`src/rtl/pipelined_csel_adder_if.sv`:
```
// Operand/result handshake bundle for pipelined_csel_adder.
// master drives operands and out_ready; slave is the adder.
interface pipelined_csel_adder_if #(
  parameter int WIDTH = 16
);
  logic             in_valid;
  logic             in_ready;
  logic [WIDTH-1:0] a;
  logic [WIDTH-1:0] b;
  logic             cin;
  logic             sub;
  logic             out_valid;
  logic             out_ready;
  logic [WIDTH-1:0] sum;
  logic             cout;
  logic             ovf;

  modport master (
    output in_valid, a, b, cin, sub, out_ready,
    input  in_ready, out_valid, sum, cout, ovf
  );

  modport slave (
    input  in_valid, a, b, cin, sub, out_ready,
    output in_ready, out_valid, sum, cout, ovf
  );
endinterface

```
`src/rtl/pipelined_csel_adder.sv`:
```
// Pipelined conditional-sum adder/subtractor, global-stall
// valid/ready pipeline with carry-in and signed overflow.
module pipelined_csel_adder #(
  parameter int WIDTH  = 16,
  parameter int STAGES = 2
) (
  input logic                  clk,
  input logic                  rst_n,
  pipelined_csel_adder_if.slave bus
);
  localparam int L = $clog2(WIDTH);

  // s0/s1: block sums for carry-in 0/1
  // k0/k1: block carries, indexed by block
  typedef struct packed {
    logic [WIDTH-1:0] s0;
    logic [WIDTH-1:0] s1;
    logic [WIDTH-1:0] k0;
    logic [WIDTH-1:0] k1;
    logic             c0;
    logic             am;
    logic             bm;
  } lvl_t;

  // Register index placed after merge level j, 0 if none.
  function automatic int f_stage_at(input int j);
    int r;
    r = 0;
    for (int k = 1; k < STAGES; k++)
      if ((k * (L + 1)) / STAGES == j) r = k;
    return r;
  endfunction

  logic             w_adv;
  logic [WIDTH-1:0] w_bx;
  lvl_t             w_leaf;
  lvl_t             w_lvl [L+1];
  lvl_t             w_q   [L+1];
  lvl_t             w_f;
  logic [WIDTH-1:0] w_sum;
  logic             w_cout;
  logic             w_ovf;
  logic             w_unused;

  logic [STAGES-1:0] r_v;
  logic [WIDTH-1:0]  r_sum;
  logic              r_cout;
  logic              r_ovf;

  assign w_adv        = !r_v[STAGES-1] || bus.out_ready;
  assign bus.in_ready = w_adv;

  // Leaf: per-bit sum and carry for both assumed carry-ins.
  always_comb begin
    w_bx      = bus.sub ? ~bus.b : bus.b;
    w_leaf.c0 = bus.sub ? ~bus.cin : bus.cin;
    w_leaf.s0 = bus.a ^ w_bx;
    w_leaf.s1 = ~(bus.a ^ w_bx);
    w_leaf.k0 = bus.a & w_bx;
    w_leaf.k1 = bus.a | w_bx;
    w_leaf.am = bus.a[WIDTH-1];
    w_leaf.bm = w_bx[WIDTH-1];
  end

  assign w_lvl[0] = w_leaf;

  for (genvar j = 1; j <= L; j++) begin : g_lvl
    localparam int N  = 1 << j;
    localparam int H  = N / 2;
    localparam int NB = WIDTH / N;
    lvl_t w_p;
    lvl_t w_m;
    assign w_p = w_q[j-1];
    // Merge pairs: upper half picks its pair by lower carries.
    always_comb begin
      w_m = w_p;
      for (int i = 0; i < NB; i++) begin
        w_m.s0[i*N+H +: H] = w_p.k0[2*i] ?
          w_p.s1[i*N+H +: H] : w_p.s0[i*N+H +: H];
        w_m.s1[i*N+H +: H] = w_p.k1[2*i] ?
          w_p.s1[i*N+H +: H] : w_p.s0[i*N+H +: H];
        w_m.k0[i] = w_p.k0[2*i] ?
          w_p.k1[2*i+1] : w_p.k0[2*i+1];
        w_m.k1[i] = w_p.k1[2*i] ?
          w_p.k1[2*i+1] : w_p.k0[2*i+1];
      end
    end
    assign w_lvl[j] = w_m;
  end

  for (genvar j = 0; j <= L; j++) begin : g_bnd
    if (f_stage_at(j) != 0) begin : g_reg
      lvl_t r_q;
      // Intermediate stage register; holds while stalled.
      always_ff @(posedge clk) begin
        if (!rst_n)     r_q <= '0;
        else if (w_adv) r_q <= w_lvl[j];
      end
      assign w_q[j] = r_q;
    end else begin : g_thru
      assign w_q[j] = w_lvl[j];
    end
  end

  assign w_f    = w_q[L];
  assign w_sum  = w_f.c0 ? w_f.s1 : w_f.s0;
  assign w_cout = w_f.c0 ? w_f.k1[0] : w_f.k0[0];
  assign w_ovf  = (w_f.am == w_f.bm) &&
                  (w_sum[WIDTH-1] != w_f.am);

  // Top-level block carries only exist at index 0.
  assign w_unused = ^{w_f.k0[WIDTH-1:1], w_f.k1[WIDTH-1:1]};

  // Valid chain: every stage advances together.
  always_ff @(posedge clk) begin
    if (!rst_n) begin
      r_v <= '0;
    end else if (w_adv) begin
      r_v[0] <= bus.in_valid;
      for (int k = 1; k < STAGES; k++)
        r_v[k] <= r_v[k-1];
    end
  end

  // Output register after the final carry-in select.
  always_ff @(posedge clk) begin
    if (!rst_n) begin
      r_sum  <= '0;
      r_cout <= 1'b0;
      r_ovf  <= 1'b0;
    end else if (w_adv) begin
      r_sum  <= w_sum;
      r_cout <= w_cout;
      r_ovf  <= w_ovf;
    end
  end

  assign bus.out_valid = r_v[STAGES-1];
  assign bus.sum       = r_sum;
  assign bus.cout      = r_cout;
  assign bus.ovf       = r_ovf;
endmodule
```
`src/flat_wrapper.sv`:
```
// flat-port wrapper written by rule: the top's interface ports become plain ports
module pipelined_csel_adder_flat 
#(
  parameter int WIDTH  = 16,
  parameter int STAGES = 2
)
  (clk, rst_n, bus_in_valid, bus_a, bus_b, bus_cin, bus_sub, bus_out_ready, bus_in_ready, bus_out_valid, bus_sum, bus_cout, bus_ovf);
  pipelined_csel_adder_if #(.WIDTH(WIDTH)) bus_i ();
  input logic clk;
  input logic rst_n;
  input wire logic [$bits(bus_i.in_valid)-1:0] bus_in_valid;
  input wire logic [$bits(bus_i.a)-1:0] bus_a;
  input wire logic [$bits(bus_i.b)-1:0] bus_b;
  input wire logic [$bits(bus_i.cin)-1:0] bus_cin;
  input wire logic [$bits(bus_i.sub)-1:0] bus_sub;
  input wire logic [$bits(bus_i.out_ready)-1:0] bus_out_ready;
  output wire logic [$bits(bus_i.in_ready)-1:0] bus_in_ready;
  output wire logic [$bits(bus_i.out_valid)-1:0] bus_out_valid;
  output wire logic [$bits(bus_i.sum)-1:0] bus_sum;
  output wire logic [$bits(bus_i.cout)-1:0] bus_cout;
  output wire logic [$bits(bus_i.ovf)-1:0] bus_ovf;
  assign bus_i.in_valid = bus_in_valid;
  assign bus_i.a = bus_a;
  assign bus_i.b = bus_b;
  assign bus_i.cin = bus_cin;
  assign bus_i.sub = bus_sub;
  assign bus_i.out_ready = bus_out_ready;
  assign bus_in_ready = bus_i.in_ready;
  assign bus_out_valid = bus_i.out_valid;
  assign bus_sum = bus_i.sum;
  assign bus_cout = bus_i.cout;
  assign bus_ovf = bus_i.ovf;
  pipelined_csel_adder #(.WIDTH(WIDTH), .STAGES(STAGES)) u_core (.clk(clk), .rst_n(rst_n), .bus(bus_i));
endmodule
```
`config.mk`:
```
export PLATFORM = sky130hd
export DESIGN_NAME = pipelined_csel_adder_flat
export DESIGN_NICKNAME = d
export VERILOG_FILES = /design/src/rtl/pipelined_csel_adder_if.sv /design/src/rtl/pipelined_csel_adder.sv /design/src/flat_wrapper.sv
export SDC_FILE = /design/constraint.sdc
export NUM_CORES = 1
export LEC_CHECK = 0
export ABC_AREA = 1
export BUFFER_PORTS_ARGS = -buffer_cell sky130_fd_sc_hd__buf_2
export CAP_MARGIN = 0
export CORE_MARGIN = 1
export CORE_UTILIZATION = 52
export CTS_CLUSTER_SIZE = 14
export DETAILED_ROUTE_END_ITERATION = 10
export GPL_TIMING_DRIVEN = 0
export MAX_ROUTING_LAYER = met4
export PLACE_DENSITY = 0.77
export SLEW_MARGIN = 20
export SYNTH_ARGS = -nofsm -noshare
export SYNTH_HDL_FRONTEND = slang
export SYNTH_SLANG_ARGS = --single-unit
```
`constraint.sdc`:
```
create_clock -name clk -period 2.05 [get_ports clk]
set_clock_uncertainty 0.2 [all_clocks]
set_input_delay 0.5125 -clock clk [delete_from_list [all_inputs] [get_ports clk]]
set_output_delay 0.5125 -clock clk [all_outputs]
set_load 0.1 [all_outputs]
```
==> key figures, run 1 <==
Yosys
  – XOR/XNOR Fraction of Synth Area: 0.0901
  – Post-Synthesis Cell Area: ~4000 um2
  – Post-synth net total: about 620
  – Synth warnings: 0
  – Post-synthesis mux area share: 0
  – Leading area contributor after synthesis: dfxtp_1
  – Yosys top cell area share: 0.318
  – Mean post-synth cell area: 7.27 um2
  – Mapped Cells: 546
  – Synth Register Bits: 63
  – Sequential element share of the synthesized area: 0.318
  – Post-Synth Simple-Gate Area: 0.143
  – Synth area leaders: dfxtp_1 (32%), ha_1 (9.8%), inv_1 (8.8%), nand2_1 (8.2%), o21ai_0 (8.1%)
  – Netlist cell types: 29
  – Synth Area in Adders: 0.0977
  – Largest family of logic cells by synthesized area: compound AO/OA/AOI/OAI gates
  – Synth Area in Compound Gates: 0.230

GRT
  – Overflow after GRT: 0
  – First-pass GRT wire length: around 16 mm
  – Initial antenna violation count: 0
  – Tot GR Track Use: 0.276
  – Largest net degree at the start of global routing: 27
  – Vias in the first global route: ~3600

Finish
  – Layout fillers: between 600 and 700
  – Area grow syn2layout: 17.2%
  – Share of layout cells above drive strength 1: 0.185
  – Non-Filler Instances: just over 700
  – Register area: 1260 um2
  – # nets final: between 600 and 700
  – Ant diodes: 0
  – Multi-input gate area: between 2000 and 2500 um2

Setup path
  – CP top delay family: buffers and inverters
  – Critical Path Start Type: flip-flop
  – Worst Path Buf+Inv: 3
  – CP max stage delay: ~0.34 ns
  – Worst setup EP type: primary output
  – Slowest cell on the critical path: dfxtp_4
  – Worst EP required: between 1 and 1.5 ns
  – Crit Path Class: flip-flop to primary output
  – Crit-path max FO: 26
  – Worst path arrival time: 1.27 ns
  – Worst path cell trace: inv_1, nor2_4, inv_6, buf_8

Clock network
  – CTS tree: yes
  – Total clock sinks: between 60 and 70
  – Bufs on Longest Clock Path: 2
  – CTS buffer count: 9
  – Post-CTS Hold Buffers: 0
  – CTS Root Cell: clkbuf_8
  – Clock transition at path regs: about 0.070 ns
  – Clock latency at the later pin of the worst-skew pair: roughly 0.35 ns
  – # H-tree levels: 3

Detailed routing
  – DRT iter0 DRCs: 306
  – Detailed Route WL: between 9 and 10 mm
  – Antenna-violating nets left: 0
  – DR DRC count: 0
  – Vias after detailed routing: 3797
  – Pre-antenna DRT Iters: 5
  – DR vias/cell: roughly 5.3
  – Wire per inst: about 14 um

Timing
  – # setup viols final: 0
  – Post-route setup TNS: 0 ns
  – Final Max Slew Viols: 0
  – F_max: approximately 0.51 GHz
  – Final Hold Viols: 0
  – Slew Limit Headroom: 0.605
  – Worst-Margin Slew: 0.592 ns
  – Period utilization: 0.965
  – RSZ-0062 raised after global routing: yes
  – Fin crit period: between 1.5 and 2 ns

Flow run
  – Max_cap viols: 0

Place
  – DP HPWL: approximately 7.4 mm
  – Cells after DPL: 700
  – I/O Buffers: 55
  – Routability Congestion: 0.870

Floorplan
  – Die area: around 8000 um2
  – Row count: 31
  – Top Ports: 58
  – Initial Util: 0.542
  – Die width: between 80 and 90 um
  – DIE HEIGHT: about 90 um
  – Core area: about 7300 um2

Worst hold path
  – Worst Hold Class: flip-flop to flip-flop

Pwr
  – Power Dens Cells: 848 nW/um2
  – P_leak: around 2.4 nW
  – Max rail drop VDD: around 0.56 mV

Outcome
  – Status: finished clean
==> flip-flops by register name, summed over array words and instances (netlist names) <==
name and cells:
u_core.g_bnd.g_reg.r_q 43, u_core.bus.cout 1, u_core.r_v 2, u_core.bus.sum 16, u_core.bus.ovf 1
==> final timing paths <==
check | from | endpoint | slack (ns) | cells after the start
worst min register to register | u_core.r_v[0] | u_core.r_v[1] | 0.26 | 2
worst max register to register | u_core.r_v[1] | u_core.bus.sum[12] | 0.17 | 7
worst max-delay path | u_core.r_v[1] | bus_in_ready | 0.07 | 4
worst min-delay path | u_core.r_v[0] | u_core.r_v[1] | 0.26 | 2
==> Yosys cell counts, drive strengths merged <==
cell type / count
o21ai: 84
o211ai: 26
a31oi: 4
nand3: 18
nand2: 91
o21bai: 12
buf: 16
inv: 97
dfxtp: 63
clkbuf: 8
o22ai: 1
nor2: 11
a21oi: 34
ha: 31
xor2: 12
xnor2: 28
or2: 10
==> through the flow <==
| step | setup WS [ns] | hold WS (ns) | utilization | power [mW] | cell area, um2 |
|---|---|---|---|---|---|
| 6_report | 0.0722 | 0.259 | 0.635 | 3.95 | 4650 |
| 5_1_grt | 0.00728 | 0.281 | 0.635 | 4.17 | 4650 |
| 4_1_cts | 0.0192 | 0.265 | 0.632 | 3.95 | 4630 |
| 3_5_place_dp | -0.447 | 0.252 | 0.608 | 3.02 | 4450 |
| 3_3_place_gp | -0.405 | 0.234 | 0.608 | 2.97 | 4450 |
| 2_1_floorplan | 0.000238 | 0.225 | - | 2.70 | 4060 |
==> kinds of logic after synthesis <==
kind of cell	count (synthesis)
adders and majority gates	31
xor gates and xnor gates	40
buffers and inverters	121
DFF	63
and+or+nand+nor	130
AOI/OAI and AO/OA	161
==> power by group <==
part           leakage, nW  internal (mW)  switching (mW)
Combinational         1.78          0.464            1.05
Clock               0.0861          0.466           0.470
Sequential           0.524           1.40          0.0977
==> routing by layer <==
metal	GRT usage	wire (um)
met5	-	0
met4	0.105	238
met3	0.0656	605
met2	0.467	4820
met1	0.315	4130
==> worst min-delay path, cell delays in order (launching register included) <==
cell and delay [ns]:
dfxtp_1 0.30, inv_1 0.06, a21oi_1 0.06
==> final cells by class <==
class                           count  share of cell area
Multi-Input combinational cell    362               0.497
Clock inverter                      4             0.00484
Buffer                             22              0.0264
Timing Repair Buffer               56              0.0629
Tap cell                           99              0.0266
Sequential cell                    63               0.272
Inverter                           97              0.0793
Clock buffer                       12              0.0312
==> what timing repair did <==
| action | 4_1_cts | 5_1_grt |
|---|---|---|
| buffers inserted | 1 | 0 |
| pin swaps | 1 | 0 |
| hold endpoints to repair | 0 | 0 |
| endpoints found under the setup margin | 1 | 5 |
| gates resized for setup | 4 | 6 |
==> cell usage in the layout (no fill, tap or decap), types with 2 or more instances in the layout <==
cell type	Yosys	layout
inv_1	93	93
nand2_1	87	87
buf_2	12	64
o21ai_0	64	62
dfxtp_1	63	62
a21oi_1	32	31
ha_1	31	30
o211ai_1	26	26
xnor2_1	28	21
o21ai_1	20	19
nand3_1	16	16
o21bai_1	12	12
xor2_1	11	11
clkbuf_1	8	10
clkbuf_8	0	10
nor2_1	10	9
xnor2_2	0	6
or2_0	6	6
a31oi_1	4	4
inv_2	4	3
o21ai_2	0	3
a21oi_2	2	3
nand2_2	3	3
or2_2	3	3
clkinv_2	0	3
buf_4	3	2
nand3_2	2	2
Power figures use the tool's default switching activity.
==> inputs of run 2 (changes only) <==
==> constraint.sdc (replaced) <==
create_clock -name clk -period 2.05 [get_ports clk]
set_clock_uncertainty 0.2 [all_clocks]
set_input_delay 0.41 -clock clk [delete_from_list [all_inputs] [get_ports clk]]
set_output_delay 0.41 -clock clk [all_outputs]
set_load 0.1 [all_outputs]
==> run 2 against run 1 <==
Effect of this change: utilization is 0.27 points lower; clock-buffer cell count stayed put; setup slack got worse by 0.010 ns; critical path type unchanged; hold slack got worse by 0.097 ns; sequential power about the same; highest routed layer unchanged.
==> key figures, run 2 (synthesis gave the netlist of run 1 again) <==
Outcome
  – Status: finished clean

Setup path
  – Critical Path Start Type: flip-flop
  – Worst EP required: 1.44 ns
  – Worst path arrival time: 1.38 ns
  – Worst setup EP type: primary output
  – Crit-path max FO: 17
  – Crit Path Class: flip-flop to primary output

Detailed routing
  – Antenna-violating nets left: 0
  – DRT iter0 DRCs: between 300 and 400
  – Detailed Route WL: about 9.6 mm
  – Wire per inst: around 13 um
  – Pre-antenna DRT Iters: 5
  – DR DRC count: 0
  – DR vias/cell: 5.25
  – Vias after detailed routing: ~3800

Clock network
  – Bufs on Longest Clock Path: 2
  – CTS buffer count: 9
  – CTS Root Cell: clkbuf_8
  – Total clock sinks: 63
  – CTS tree: yes
  – Clock latency at the later pin of the worst-skew pair: between 0.3 and 0.4 ns
  – Clock transition at path regs: 0.07 ns
  – # H-tree levels: 3

Timing
  – Final Max Slew Viols: 0
  – Slew Limit Headroom: 0.601
  – F_max: slightly above 0.5 GHz
  – Worst-Margin Slew: about 0.60 ns
  – Fin crit period: a little under 2 ns
  – Final Hold Viols: 0
  – Period utilization: 0.970
  – Post-route setup TNS: 0 ns
  – Setup slack after layout: around 0.062 ns
  – # setup viols final: 0
  – RSZ-0062 raised after global routing: no

Floorplan
  – Row count: 31
  – Die width: between 80 and 90 um
  – Core area: about 7300 um2
  – Die area: roughly 8000 um2
  – DIE HEIGHT: slightly below 90 um
  – Top Ports: 58
  – Initial Util: 0.542

Finish
  – Share of layout cells above drive strength 1: 0.170
  – Layout fillers: about 680
  – Area grow syn2layout: 16.7%
  – Top reg by flops: u_core.g_bnd.g_reg.r_q
  – Max reg flops: 43
  – Register area: ~1300 um2
  – Util after Layout: 0.632
  – Ant diodes: 0
  – Non-Filler Instances: between 700 and 800
  – Multi-input gate area: around 2200 um2
  – Most frequent cells in the layout: inv_1 (93), nand2_1 (87), buf_2 (64), o21ai_0 (64), dfxtp_1 (62)
  – Commonest non-fill, non-tap cell in the layout: inv_1
  – # nets final: 681

Pwr
  – Power share of the clock group: 0.283
  – Power Dens Cells: ~900 nW/um2
  – Internal Power: about 2.6 mW
  – Switching Share: 0.383
  – Max rail drop VDD: 0.655 mV
  – Sequential Power Share: 0.360
  – Switching power: approximately 1.6 mW
  – Logic pwr share: 0.356
  – P_leak: ~2.4 nW

GRT
  – Routing usage on met2: 0.433
  – First-pass GRT wire length: between 15 and 20 mm
  – Vias in the first global route: ~3400
  – Most used routing layer: met2
  – Largest net degree at the start of global routing: 18
  – Overflow after GRT: 0
  – Met1 usage: 0.313
  – GR Layer Usage met3: 0.0757
  – Initial antenna violation count: 0
  – Tot GR Track Use: 0.267

Worst hold path
  – Worst Hold Class: input pin to flip-flop

Place
  – Cells after DPL: 700
  – Routability Congestion: 0.887
  – I/O Buffers: 55
  – DP HPWL: slightly above 7 mm
  – Worst slack, placed: -0.332 ns

Flow run
  – Max_cap viols: 0
==> run 2: metrics by stage <==
step                power [mW]  area [um2]  hold WS (ns)
finish                    4.16        4630         0.162
CTS                       4.16        4620         0.163
global route              4.38        4630         0.168
global placement          2.95        4390         0.247
detailed placement        2.99        4390         0.249
floorplan                 2.69        3990         0.225
==> run 2: metal layers <==
metal,vias up,share of wire
met1,1721,0.43
met2,119,0.48
met3,17,0.065
li1,1897,-
met5,-,0
met4,0,0.023
==> run 2: final timing paths <==
kind                       from                            to  slack, ns  cells after the start
setup reg to reg  u_core.r_v[1]            u_core.bus.sum[12]       0.24                      7
hold reg to reg   u_core.r_v[0]                 u_core.r_v[0]       0.26                      2
setup / recovery  u_core.r_v[1]                  bus_in_ready       0.06                      5
hold / removal          bus_cin  u_core.g_bnd[2].g_reg.r_q[2]       0.16                      3
==> run 2: worst max-delay path: stages, from the launching register on <==
cell and delay [ns]:
dfxtp_4 0.34, inv_1 0.08, nor2_4 0.06, inv_4 0.15, buf_6 0.20, buf_12 0.19
==> run 2: area by class of cell <==
class	instances	area share
multi-input combinational	362	0.485
sequential	63	0.273
inverter	97	0.0791
timing repair buffer	56	0.0643
clock buffer	12	0.0313
tap	99	0.0267
buffer	23	0.0262
clock inverter	3	0.0146
==> run 2: power by group through the flow <==
stage | registers, mW | clock network (mW) | logic, mW
final | 1.50 | 1.18 | 1.48
after global routing | 1.52 | 1.25 | 1.62
after CTS | 1.50 | 1.19 | 1.48
after detailed placement | 1.52 | 0 | 1.46
after global placement | 1.52 | 0 | 1.43
after floorplan | 1.91 | 0 | 0.781
==> run 2: what timing repair did <==
item	in CTS	in global routing
endpoints found under the setup margin	1	8
buffers inserted	1	0
hold buffers	0	0
pin swaps	1	0
gates resized for setup	6	2
